[config.mk]
export PLATFORM = sky130hd
export DESIGN_NAME = draw_pixel_writer_flat
export DESIGN_NICKNAME = d
export VERILOG_FILES = /design/src/rtl/draw_pixel_writer_if.sv /design/src/rtl/draw_pixel_writer.sv /design/src/flat_wrapper.sv
export SDC_FILE = /design/constraint.sdc
export NUM_CORES = 1
export LEC_CHECK = 0
export BUFFER_PORTS_ARGS = -buffer_cell sky130_fd_sc_hd__buf_2
export CAP_MARGIN = 20
export CORE_AREA = 4 4 135 137
export CTS_BUF_LIST = sky130_fd_sc_hd__clkbuf_16
export CTS_CLUSTER_DIAMETER = 120
export DETAILED_ROUTE_END_ITERATION = 12
export DIE_AREA = 0 0 139 141
export GPL_ROUTABILITY_DRIVEN = 0
export PLACE_DENSITY = 0.71
export REMOVE_ABC_BUFFERS = 1
export SLEW_MARGIN = 30
export SYNTH_ARGS = -nofsm -noshare
export SYNTH_HDL_FRONTEND = slang
export SYNTH_SLANG_ARGS = --single-unit
[constraint.sdc]
create_clock -name clk -period 27.6 [get_ports clk]
set_clock_uncertainty 0.05 [all_clocks]
set_input_delay 8.28 -clock clk [delete_from_list [all_inputs] [get_ports clk]]
set_output_delay 8.28 -clock clk [all_outputs]
set_load 0.005 [all_outputs]
[src/rtl/draw_pixel_writer_if.sv]
// -----------------------------------------------------------------------------
// draw_pixel_writer_if
//   Bundles the two handshakes of the pixel writer:
//     - pixel stream from the line rasteriser (pix_valid_i / pix_ready_o,
//       signed x_i / y_i, colour_i)
//     - VRAM write request channel (vram_req_o / vram_ack_i with word address,
//       replicated colour data and nibble write mask)
//   Signal names carry the direction suffix as seen from the pixel writer.
//   Modports:
//     slave  - the pixel writer itself (consumes pixels, issues writes)
//     master - the environment (rasteriser + VRAM controller side)
// -----------------------------------------------------------------------------
interface draw_pixel_writer_if #(
  parameter int CORDW = 10,
  parameter int ADDRW = 16
);
  // Pixel stream
  logic                    pix_valid_i;
  logic signed [CORDW-1:0] x_i;
  logic signed [CORDW-1:0] y_i;
  logic [3:0]              color_i;
  logic                    pix_ready_o;

  // VRAM write channel
  logic                    vram_req_o;
  logic [ADDRW-1:0]        vram_addr_o;
  logic [15:0]             vram_data_o;
  logic [3:0]              vram_mask_o;
  logic                    vram_ack_i;

  modport slave (
    input  pix_valid_i, x_i, y_i, color_i, vram_ack_i,
    output pix_ready_o, vram_req_o, vram_addr_o, vram_data_o, vram_mask_o
  );

  modport master (
    output pix_valid_i, x_i, y_i, color_i, vram_ack_i,
    input  pix_ready_o, vram_req_o, vram_addr_o, vram_data_o, vram_mask_o
  );
endinterface

[src/rtl/draw_pixel_writer.sv]
// -----------------------------------------------------------------------------
// draw_pixel_writer
//   Takes the rasteriser's (x, y) pixel stream and writes it into a 4bpp
//   framebuffer. Each pixel is clipped to cfg_width_i x cfg_height_i, turned
//   into a 16-bit word address plus nibble mask, and issued as a VRAM write.
//   Consecutive same-colour pixels that fall into the word already waiting for
//   an ack are folded into that write by widening its mask.
//
//   Pipeline: S1 (pixel register) -> OUT (pending VRAM request).
//
// Ports:
//   clk, reset_n_i      clock, asynchronous active-low reset
//   cfg_base_i          framebuffer base word address
//   cfg_stride_i        words per framebuffer line
//   cfg_width_i/height  visible area in pixels (unsigned)
//   clip_clr_i          synchronous clear of clip_count_o (wins over increment)
//   clip_count_o        saturating count of clipped pixels
//   busy_o              a pixel is in S1 or a write is pending
//   bus                 pixel stream + VRAM write channel (slave modport)
// -----------------------------------------------------------------------------
module draw_pixel_writer #(
  parameter int CORDW = 10,
  parameter int ADDRW = 16
) (
  input  logic             clk,
  input  logic             reset_n_i,
  input  logic [ADDRW-1:0] cfg_base_i,
  input  logic [7:0]       cfg_stride_i,
  input  logic [CORDW-1:0] cfg_width_i,
  input  logic [CORDW-1:0] cfg_height_i,
  input  logic             clip_clr_i,
  output logic [15:0]      clip_count_o,
  output logic             busy_o,
  draw_pixel_writer_if.slave bus
);

  localparam int PRODW = CORDW + 8;

  // S1 pixel register
  logic             s1_valid_q, s1_valid_d;
  logic [CORDW-1:0] s1_x_q,     s1_x_d;
  logic [CORDW-1:0] s1_y_q,     s1_y_d;
  logic [3:0]       s1_color_q, s1_color_d;
  logic             s1_inb_q,   s1_inb_d;

  // OUT request register
  logic             req_q,  req_d;
  logic [ADDRW-1:0] addr_q, addr_d;
  logic [15:0]      data_q, data_d;
  logic [3:0]       mask_q, mask_d;

  logic [15:0]      clip_q, clip_d;

  // Combinational helpers
  logic             in_bounds;
  logic [PRODW-1:0] s1_prod;
  logic [ADDRW-1:0] s1_addr;
  logic [3:0]       s1_mask;
  logic             ack_eff;
  logic             merge;
  logic             s1_adv;
  logic             accept;

  // Bounds check on the incoming pixel: sign bit rejects negatives, the
  // limits are compared as unsigned quantities.
  assign in_bounds = !bus.x_i[CORDW-1] && !bus.y_i[CORDW-1] &&
                     ($unsigned(bus.x_i) < cfg_width_i) &&
                     ($unsigned(bus.y_i) < cfg_height_i);

  // Word address of the pixel in S1. The line offset is formed at full
  // product width and the sum wraps modulo 2^ADDRW, so a base near the top
  // of the address space rolls over to zero.
  assign s1_prod = PRODW'(s1_y_q) * PRODW'(cfg_stride_i);
  assign s1_addr = cfg_base_i + ADDRW'(s1_prod) + ADDRW'(s1_x_q >> 2);
  assign s1_mask = 4'b1000 >> s1_x_q[1:0];

  // An ack only counts while a request is actually outstanding.
  assign ack_eff = req_q && bus.vram_ack_i;

  // Merging is disabled on the ack edge: the word is leaving, so a matching
  // pixel becomes a fresh request instead of widening a consumed one.
  assign merge  = s1_valid_q && s1_inb_q && req_q && !bus.vram_ack_i &&
                  (s1_addr == addr_q) && (s1_color_q == data_q[3:0]);

  assign s1_adv = s1_valid_q && (!s1_inb_q || !req_q || ack_eff || merge);

  assign bus.pix_ready_o = !s1_valid_q || s1_adv;
  assign accept          = bus.pix_valid_i && bus.pix_ready_o;

  // NOTE: every signal written here gets a default first, so no path leaves a
  // value unassigned and no latch is inferred.
  always_comb begin
    s1_valid_d = s1_valid_q;
    s1_x_d     = s1_x_q;
    s1_y_d     = s1_y_q;
    s1_color_d = s1_color_q;
    s1_inb_d   = s1_inb_q;
    req_d      = req_q;
    addr_d     = addr_q;
    data_d     = data_q;
    mask_d     = mask_q;
    clip_d     = clip_q;

    // S1: load on accept, otherwise empty when it advances.
    if (accept) begin
      s1_valid_d = 1'b1;
      s1_x_d     = bus.x_i;
      s1_y_d     = bus.y_i;
      s1_color_d = bus.color_i;
      s1_inb_d   = in_bounds;
    end else if (s1_adv) begin
      s1_valid_d = 1'b0;
    end

    // OUT: retire on ack, then either widen (merge) or reload from S1.
    if (ack_eff) begin
      req_d = 1'b0;
    end
    if (s1_valid_q && s1_inb_q) begin
      if (merge) begin
        mask_d = mask_q | s1_mask;
      end else if (!req_q || ack_eff) begin
        req_d  = 1'b1;
        addr_d = s1_addr;
        data_d = {4{s1_color_q}};
        mask_d = s1_mask;
      end
    end

    // Clip counter: clear wins over a same-cycle increment; saturates.
    if (clip_clr_i) begin
      clip_d = '0;
    end else if (s1_valid_q && !s1_inb_q && (clip_q != 16'hFFFF)) begin
      clip_d = clip_q + 16'd1;
    end
  end

  // NOTE: the request payload registers are reset along with the control
  // bits because their reset value (zero) is visible on the VRAM bus.
  always_ff @(posedge clk or negedge reset_n_i) begin
    if (!reset_n_i) begin
      s1_valid_q <= 1'b0;
      s1_x_q     <= '0;
      s1_y_q     <= '0;
      s1_color_q <= '0;
      s1_inb_q   <= 1'b0;
      req_q      <= 1'b0;
      addr_q     <= '0;
      data_q     <= '0;
      mask_q     <= '0;
      clip_q     <= '0;
    end else begin
      // NOTE: non-blocking assignments so every flop samples pre-edge values.
      s1_valid_q <= s1_valid_d;
      s1_x_q     <= s1_x_d;
      s1_y_q     <= s1_y_d;
      s1_color_q <= s1_color_d;
      s1_inb_q   <= s1_inb_d;
      req_q      <= req_d;
      addr_q     <= addr_d;
      data_q     <= data_d;
      mask_q     <= mask_d;
      clip_q     <= clip_d;
    end
  end

  assign bus.vram_req_o  = req_q;
  assign bus.vram_addr_o = addr_q;
  assign bus.vram_data_o = data_q;
  assign bus.vram_mask_o = mask_q;
  assign clip_count_o    = clip_q;
  assign busy_o          = s1_valid_q || req_q;

endmodule

[src/flat_wrapper.sv]
// flat-port wrapper written by rule: the top's interface ports become plain ports
module draw_pixel_writer_flat 
#(
  parameter int CORDW = 10,
  parameter int ADDRW = 16
)
  (clk, reset_n_i, cfg_base_i, cfg_stride_i, cfg_width_i, cfg_height_i, clip_clr_i, clip_count_o, busy_o, bus_pix_valid_i, bus_x_i, bus_y_i, bus_color_i, bus_vram_ack_i, bus_pix_ready_o, bus_vram_req_o, bus_vram_addr_o, bus_vram_data_o, bus_vram_mask_o);
  draw_pixel_writer_if #(.CORDW(CORDW), .ADDRW(ADDRW)) bus_i ();
  input  logic clk;
  input  logic reset_n_i;
  input  logic [ADDRW-1:0] cfg_base_i;
  input  logic [7:0] cfg_stride_i;
  input  logic [CORDW-1:0] cfg_width_i;
  input  logic [CORDW-1:0] cfg_height_i;
  input  logic clip_clr_i;
  output logic [15:0] clip_count_o;
  output logic busy_o;
  input wire logic [$bits(bus_i.pix_valid_i)-1:0] bus_pix_valid_i;
  input wire logic [$bits(bus_i.x_i)-1:0] bus_x_i;
  input wire logic [$bits(bus_i.y_i)-1:0] bus_y_i;
  input wire logic [$bits(bus_i.color_i)-1:0] bus_color_i;
  input wire logic [$bits(bus_i.vram_ack_i)-1:0] bus_vram_ack_i;
  output wire logic [$bits(bus_i.pix_ready_o)-1:0] bus_pix_ready_o;
  output wire logic [$bits(bus_i.vram_req_o)-1:0] bus_vram_req_o;
  output wire logic [$bits(bus_i.vram_addr_o)-1:0] bus_vram_addr_o;
  output wire logic [$bits(bus_i.vram_data_o)-1:0] bus_vram_data_o;
  output wire logic [$bits(bus_i.vram_mask_o)-1:0] bus_vram_mask_o;
  assign bus_i.pix_valid_i = bus_pix_valid_i;
  assign bus_i.x_i = bus_x_i;
  assign bus_i.y_i = bus_y_i;
  assign bus_i.color_i = bus_color_i;
  assign bus_i.vram_ack_i = bus_vram_ack_i;
  assign bus_pix_ready_o = bus_i.pix_ready_o;
  assign bus_vram_req_o = bus_i.vram_req_o;
  assign bus_vram_addr_o = bus_i.vram_addr_o;
  assign bus_vram_data_o = bus_i.vram_data_o;
  assign bus_vram_mask_o = bus_i.vram_mask_o;
  draw_pixel_writer #(.CORDW(CORDW), .ADDRW(ADDRW)) u_core (.clk(clk), .reset_n_i(reset_n_i), .cfg_base_i(cfg_base_i), .cfg_stride_i(cfg_stride_i), .cfg_width_i(cfg_width_i), .cfg_height_i(cfg_height_i), .clip_clr_i(clip_clr_i), .clip_count_o(clip_count_o), .busy_o(busy_o), .bus(bus_i));
endmodule
After elaboration in Yosys (flattened, before gate mapping)
Index checks and enable logic that the tools add are counted.
{"block": "classes", "magnitude_cmp": 2, "n_bitwise": 2, "n_eq_ne": 3, "addsub": 3, "reduce_logical": 30, "mux": 10, "n_mul": 1, "n_shift": 1}
{"operator": "$mux W16", "count": 2}
{"operator": "$lt A10 B10 Y1", "count": 2}
{"operator": "$add A16 B1 Y16 const B", "count": 1}
{"operator": "$add A16 B16 Y16", "count": 1}
{"operator": "$add A16 B8 Y16", "count": 1}
{"operator": "$eq A16 B16 Y1", "count": 1}
{"operator": "$mul A10 B8 Y16", "count": 1}
{"operator": "$ne A16 B16 Y1 const B", "count": 1}
{"operator": "$logic_and A1 B1 Y1", "count": 13}
{"operator": "$mux W4", "count": 2}
{"operator": "$logic_not A1 Y1", "count": 6}
{"operator": "$logic_or A1 B1 Y1", "count": 6}
{"operator": "$mux W1", "count": 6}
{"operator": "$reduce_bool A2 Y1", "count": 3}
{"operator": "$eq A4 B4 Y1", "count": 1}
{"operator": "$or A4 B4 Y4", "count": 1}
{"operator": "$shr A4 B2 Y4 const A", "count": 1}
{"operator": "$reduce_and A3 Y1", "count": 1}
{"operator": "$reduce_and A2 Y1", "count": 1}
{"operator": "$not A1 Y1", "count": 1}
{"block": "word_totals", "out_inout_bits": 55, "register_bits": 79, "elab_cells": 62}

Depth between registers and ports, before layout
{"block": "logic_depth", "depth_word": 11, "mapped_depth": 25}

Worst setup path before layout
OpenSTA, ideal clock, no wires.
{"block": "synth_path", "path_type": "input -> output", "from": "input port cfg_stride_i[1]", "to": "output port bus_pix_ready_o", "arrival_time_ns": 13.454, "path_stages": 22, "path_slack_ns": 5.816, "cell_sequence": "clkbuf_1 > nand2_1 > fa_1 > inv_1 > fa_1 > inv_1 > fa_1 > inv_1 > fa_1 > inv_1 > fa_1 > inv_1 > ha_1 > buf_6 > xnor2_1 > nor3_1 > a2111oi_2 > o2111ai_1 > a2111o_1 > nor4_4 > nor3_1 > inv_1"}
{"block": "synth_between", "elab_chain_cells": 9}
{"item": "from (decl)", "line": "flat_wrapper.sv:12", "rtl": "input logic [7:0] cfg_stride_i;"}
{"item": "$mul A10 B8 Y16", "line": "draw_pixel_writer.sv:73", "rtl": "assign s1_prod = PRODW'(s1_y_q) * PRODW'(cfg_stride_i);"}
{"item": "$add A16 B16 Y16", "line": "draw_pixel_writer.sv:74", "rtl": "assign s1_addr = cfg_base_i + ADDRW'(s1_prod) + ADDRW'(s1_x_q >> 2);"}
{"item": "$add A16 B8 Y16", "line": "draw_pixel_writer.sv:74"}
{"item": "$eq A16 B16 Y1", "line": "draw_pixel_writer.sv:83", "rtl": "(s1_addr == addr_q) && (s1_color_q == data_q[3:0]);"}
{"item": "$logic_and A1 B1 Y1", "line": "draw_pixel_writer.sv:82", "rtl": "assign merge = s1_valid_q && s1_inb_q && req_q && !bus.vram_ack_i &&"}
{"item": "$logic_and A1 B1 Y1", "line": "draw_pixel_writer.sv:83"}
{"item": "$logic_or A1 B1 Y1", "line": "draw_pixel_writer.sv:85", "rtl": "assign s1_adv = s1_valid_q && (!s1_inb_q || !req_q || ack_eff || merge);"}
{"item": "$logic_and A1 B1 Y1", "line": "draw_pixel_writer.sv:85"}
{"item": "$logic_or A1 B1 Y1", "line": "draw_pixel_writer.sv:87", "rtl": "assign bus.pix_ready_o = !s1_valid_q || s1_adv;"}
{"item": "to (decl)", "line": "flat_wrapper.sv:23", "rtl": "output wire logic [$bits(bus_i.pix_ready_o)-1:0] bus_pix_ready_o;"}
No other way between the ends.

Worst setup path in the final report
Ends and elaborated chain as after synthesis.

==> flow_summary.toml <==
[timing]
period_share_pct = 81.7
worst_pin_slew_ps = 814
tns_ps = 0
timing.fmax_ghz = 0.0444
hold_violations = 0
rsz0062_at_grt = "no"
setup_viol = 0
period_minus_slack_ps = 22550
slew-limit-headroom_pct = 45.7
hold_ws_ps = 452
postLayoutSetupSlackWorst_ps = 5050
slew_viol_final = 0

[floorplan]
initial_core_util_pct = 42.2
core_sq_um = 17100
num_io_pins = 128
die-height_um = 141
dieArea_sq_um = 19600
die_w_um = 139
std_cell_rows = 48

[synthesis]
async_flop_share_pct = 100
yosysTopAreaCell = "dfrtp_1"
ys_warn_count = 0
ys_top_cells_by_count = "inv_1, dfrtp_1, fa_1, nand2_1, ha_1"
syn_area_per_cell_sq_um = 9.58
synth_area_leaders = "dfrtp_1, fa_1, ha_1"
ys_seq_area_share_pct = 23.3
ys_types = 64
synth-seq-cells = 67
syn_inst = 752
yosys.area.top_type_share_pct = 23.3
dominantRegCellSynth = "dfrtp_1"
synth_edf_count = 0
syn_area_sq_um = 7200
post-synth-top-count-cell = "inv_1"

[layout]
design_area_sq_um = 8240
diodes = 0
areaGrowthSynthToFinish_pct = 14.3
final_net_count = 1058
nFillCells = 1657
final_layout_size_suffix_gt1_share_pct = 22.0

[critical_path]
path_common_cell = "inv_1"
regToRegStartpoint = "u_core.s1_y_q[5]"
slowest_delay_ps = 590
path_cells = "buf_2 > nand2_1 > fa_1 > inv_1 > fa_1 > inv_1 > fa_1 > inv_1 > fa_1 > inv_1 > fa_1 > inv_1 > ha_1 > o2111ai_1 > a2111oi_2 > o211ai_1 > and2_4 > xnor3_2 > nor4_4 > nor3_1 > inv_1 > buf_2"
cp.arrival_ps = 14220
startpoint_type = "primary input"
slowest_stage = "ha_1"
cp-startpoint = "cfg_stride_i[1]"
critical_path.endpoint = "bus_pix_ready_o"
worst-r2r-cell-count = 21
reg2reg_slack_ps = 20480
r2r_end = "u_core.s1_x_q[2]"
end_kind = "primary output"
required_ps = 19270
crit_type = "in -> out"
crit_fanout = 15

[placed_design]
placed_area_sq_um = 7920
dp_hpwl_um = 13500
port_buffers = 127
pre_cts_ws_ps = 5060

[clock_network]
cts_buffer_depth = 2
cts_tree = "done"
clk_latency_ps = 340
hold_buffers = 0
clk_pin_slew_ps = 50
cts_num_sinks = 67
cts_max_level = 3
cts.repair.resized = 0
cts_root_buffer = "clkbuf_16"
cts_made_buffers = 9
post-cts-setup-buffers = 0

[route]
first_pass_iters = 6
drc = 0
num_vias = 5479
first_iter_violations = 327
vias_per_cell = 5.04
ant_nets = 0
drt_wl_total_um = 16600
avgRoutedWirePerCell_um = 15.3

[global_route]
grt_usage_pct = 17.2
grt_max_degree = 68
grt_first_pass_wirelength_um = 27600
grt_pass1_vias = 5420
antenna_found_initial = 0
grt_remaining_overflow = 0

[worst_hold_path]
hold_depth = 2
hp-class = "reg -> reg"

[flow_run]
max-cap-violations = 0

[run_status]
status = "finished, final reports clean"
[worst min path at each step]
| stage | start | to |
|---|---|---|
| 2_1_floorplan | u_core.s1_x_q[6] | u_core.s1_x_q[6] |
| 3_3_place_gp | u_core.bus.vram_mask_o[0] | u_core.bus.vram_mask_o[0] |
| 3_5_place_dp | u_core.bus.vram_mask_o[2] | u_core.bus.vram_mask_o[2] |
| 4_1_cts | u_core.bus.vram_mask_o[2] | u_core.bus.vram_mask_o[2] |
| 5_1_grt | u_core.s1_x_q[7] | u_core.s1_x_q[7] |
| 6_report | u_core.bus.vram_mask_o[2] | u_core.bus.vram_mask_o[2] |
[registers in the layout, indices dropped and copies added, names as in the netlist]
name	cells
u_core.s1_valid_q	1
u_core.s1_y_q	10
u_core.s1_x_q	10
u_core.bus.vram_addr_o	16
u_core.s1_color_q	4
u_core.s1_inb_q	1
u_core.clip_count_o	16
u_core.bus.vram_req_o	1
u_core.bus.vram_mask_o	4
u_core.bus.vram_data_o	4
[through the flow]
step | std cells | utilization [%]
final | 1087 | 48.3
after global routing | 1087 | 48.3
after CTS | 1087 | 48.3
after detailed placement | 1071 | 46.4
after global placement | 1071 | 46.4
after floorplan | 716 | -
[area by class of cell]
cell class / instances / area [sq um] / share of cell area (%)
Clock buffer: 9 / 225 / 2.73
Tap cell: 225 / 282 / 3.42
Clock inverter: 7 / 92.6 / 1.12
Inverter: 106 / 398 / 4.83
Multi-Input combinational cell: 543 / 4900 / 59.5
Timing Repair Buffer: 130 / 662 / 8.04
Sequential cell: 67 / 1680 / 20.4
[metal layers]
metal	GRT usage (%)	part of all wire, %
met1	23.0	46
met2	28.9	48
met3	3.15	4.8
met4	4.69	1.4
met5	0	0
[critical path: cells and delay by family]
| kind | cells | cell delay (ps) |
|---|---|---|
| fa+ha+maj | 6 | 3070 |
| compound gates | 3 | 920 |
| simple gates | 4 | 870 |
| buf+inv | 8 | 630 |
| xor+xnor | 1 | 430 |
[logic make-up after synthesis]
family / Yosys count / synth area share (%)
flip-flops: 67 / 23.3
buffers and inverters: 142 / 8.70
adder cells (fa/ha/maj): 128 / 29.2
AO/OA/AOI/OAI: 111 / 10.6
multiplexers: 31 / 5.87
AND/OR/NAND/NOR: 231 / 16.7
XOR/XNOR: 42 / 5.70
[cells in the final DEF, fill, tap and decap left out, types with 3 or more instances in the layout]
master	n
buf_2	127
inv_1	106
fa_1	67
dfrtp_1	67
nand2_1	63
ha_1	61
and2_1	56
nor2_1	32
o21ai_0	32
a21oi_1	25
xnor2_1	24
mux2_4	20
nor3_1	17
nand3_1	16
xor2_1	15
mux2_2	10
clkbuf_16	9
or3_1	8
nand4_1	8
nand2b_1	7
o31ai_1	7
a21o_1	6
nor4_1	5
o2111ai_1	4
o211ai_1	4
or2_2	4
a211o_1	3
o21a_1	3
nor2b_1	3
nor3b_1	3
o41ai_1	3
Power is left out: the tool's default activity adds up to more than one toggle a clock period on the data nets, which glitch-free logic cannot reach.
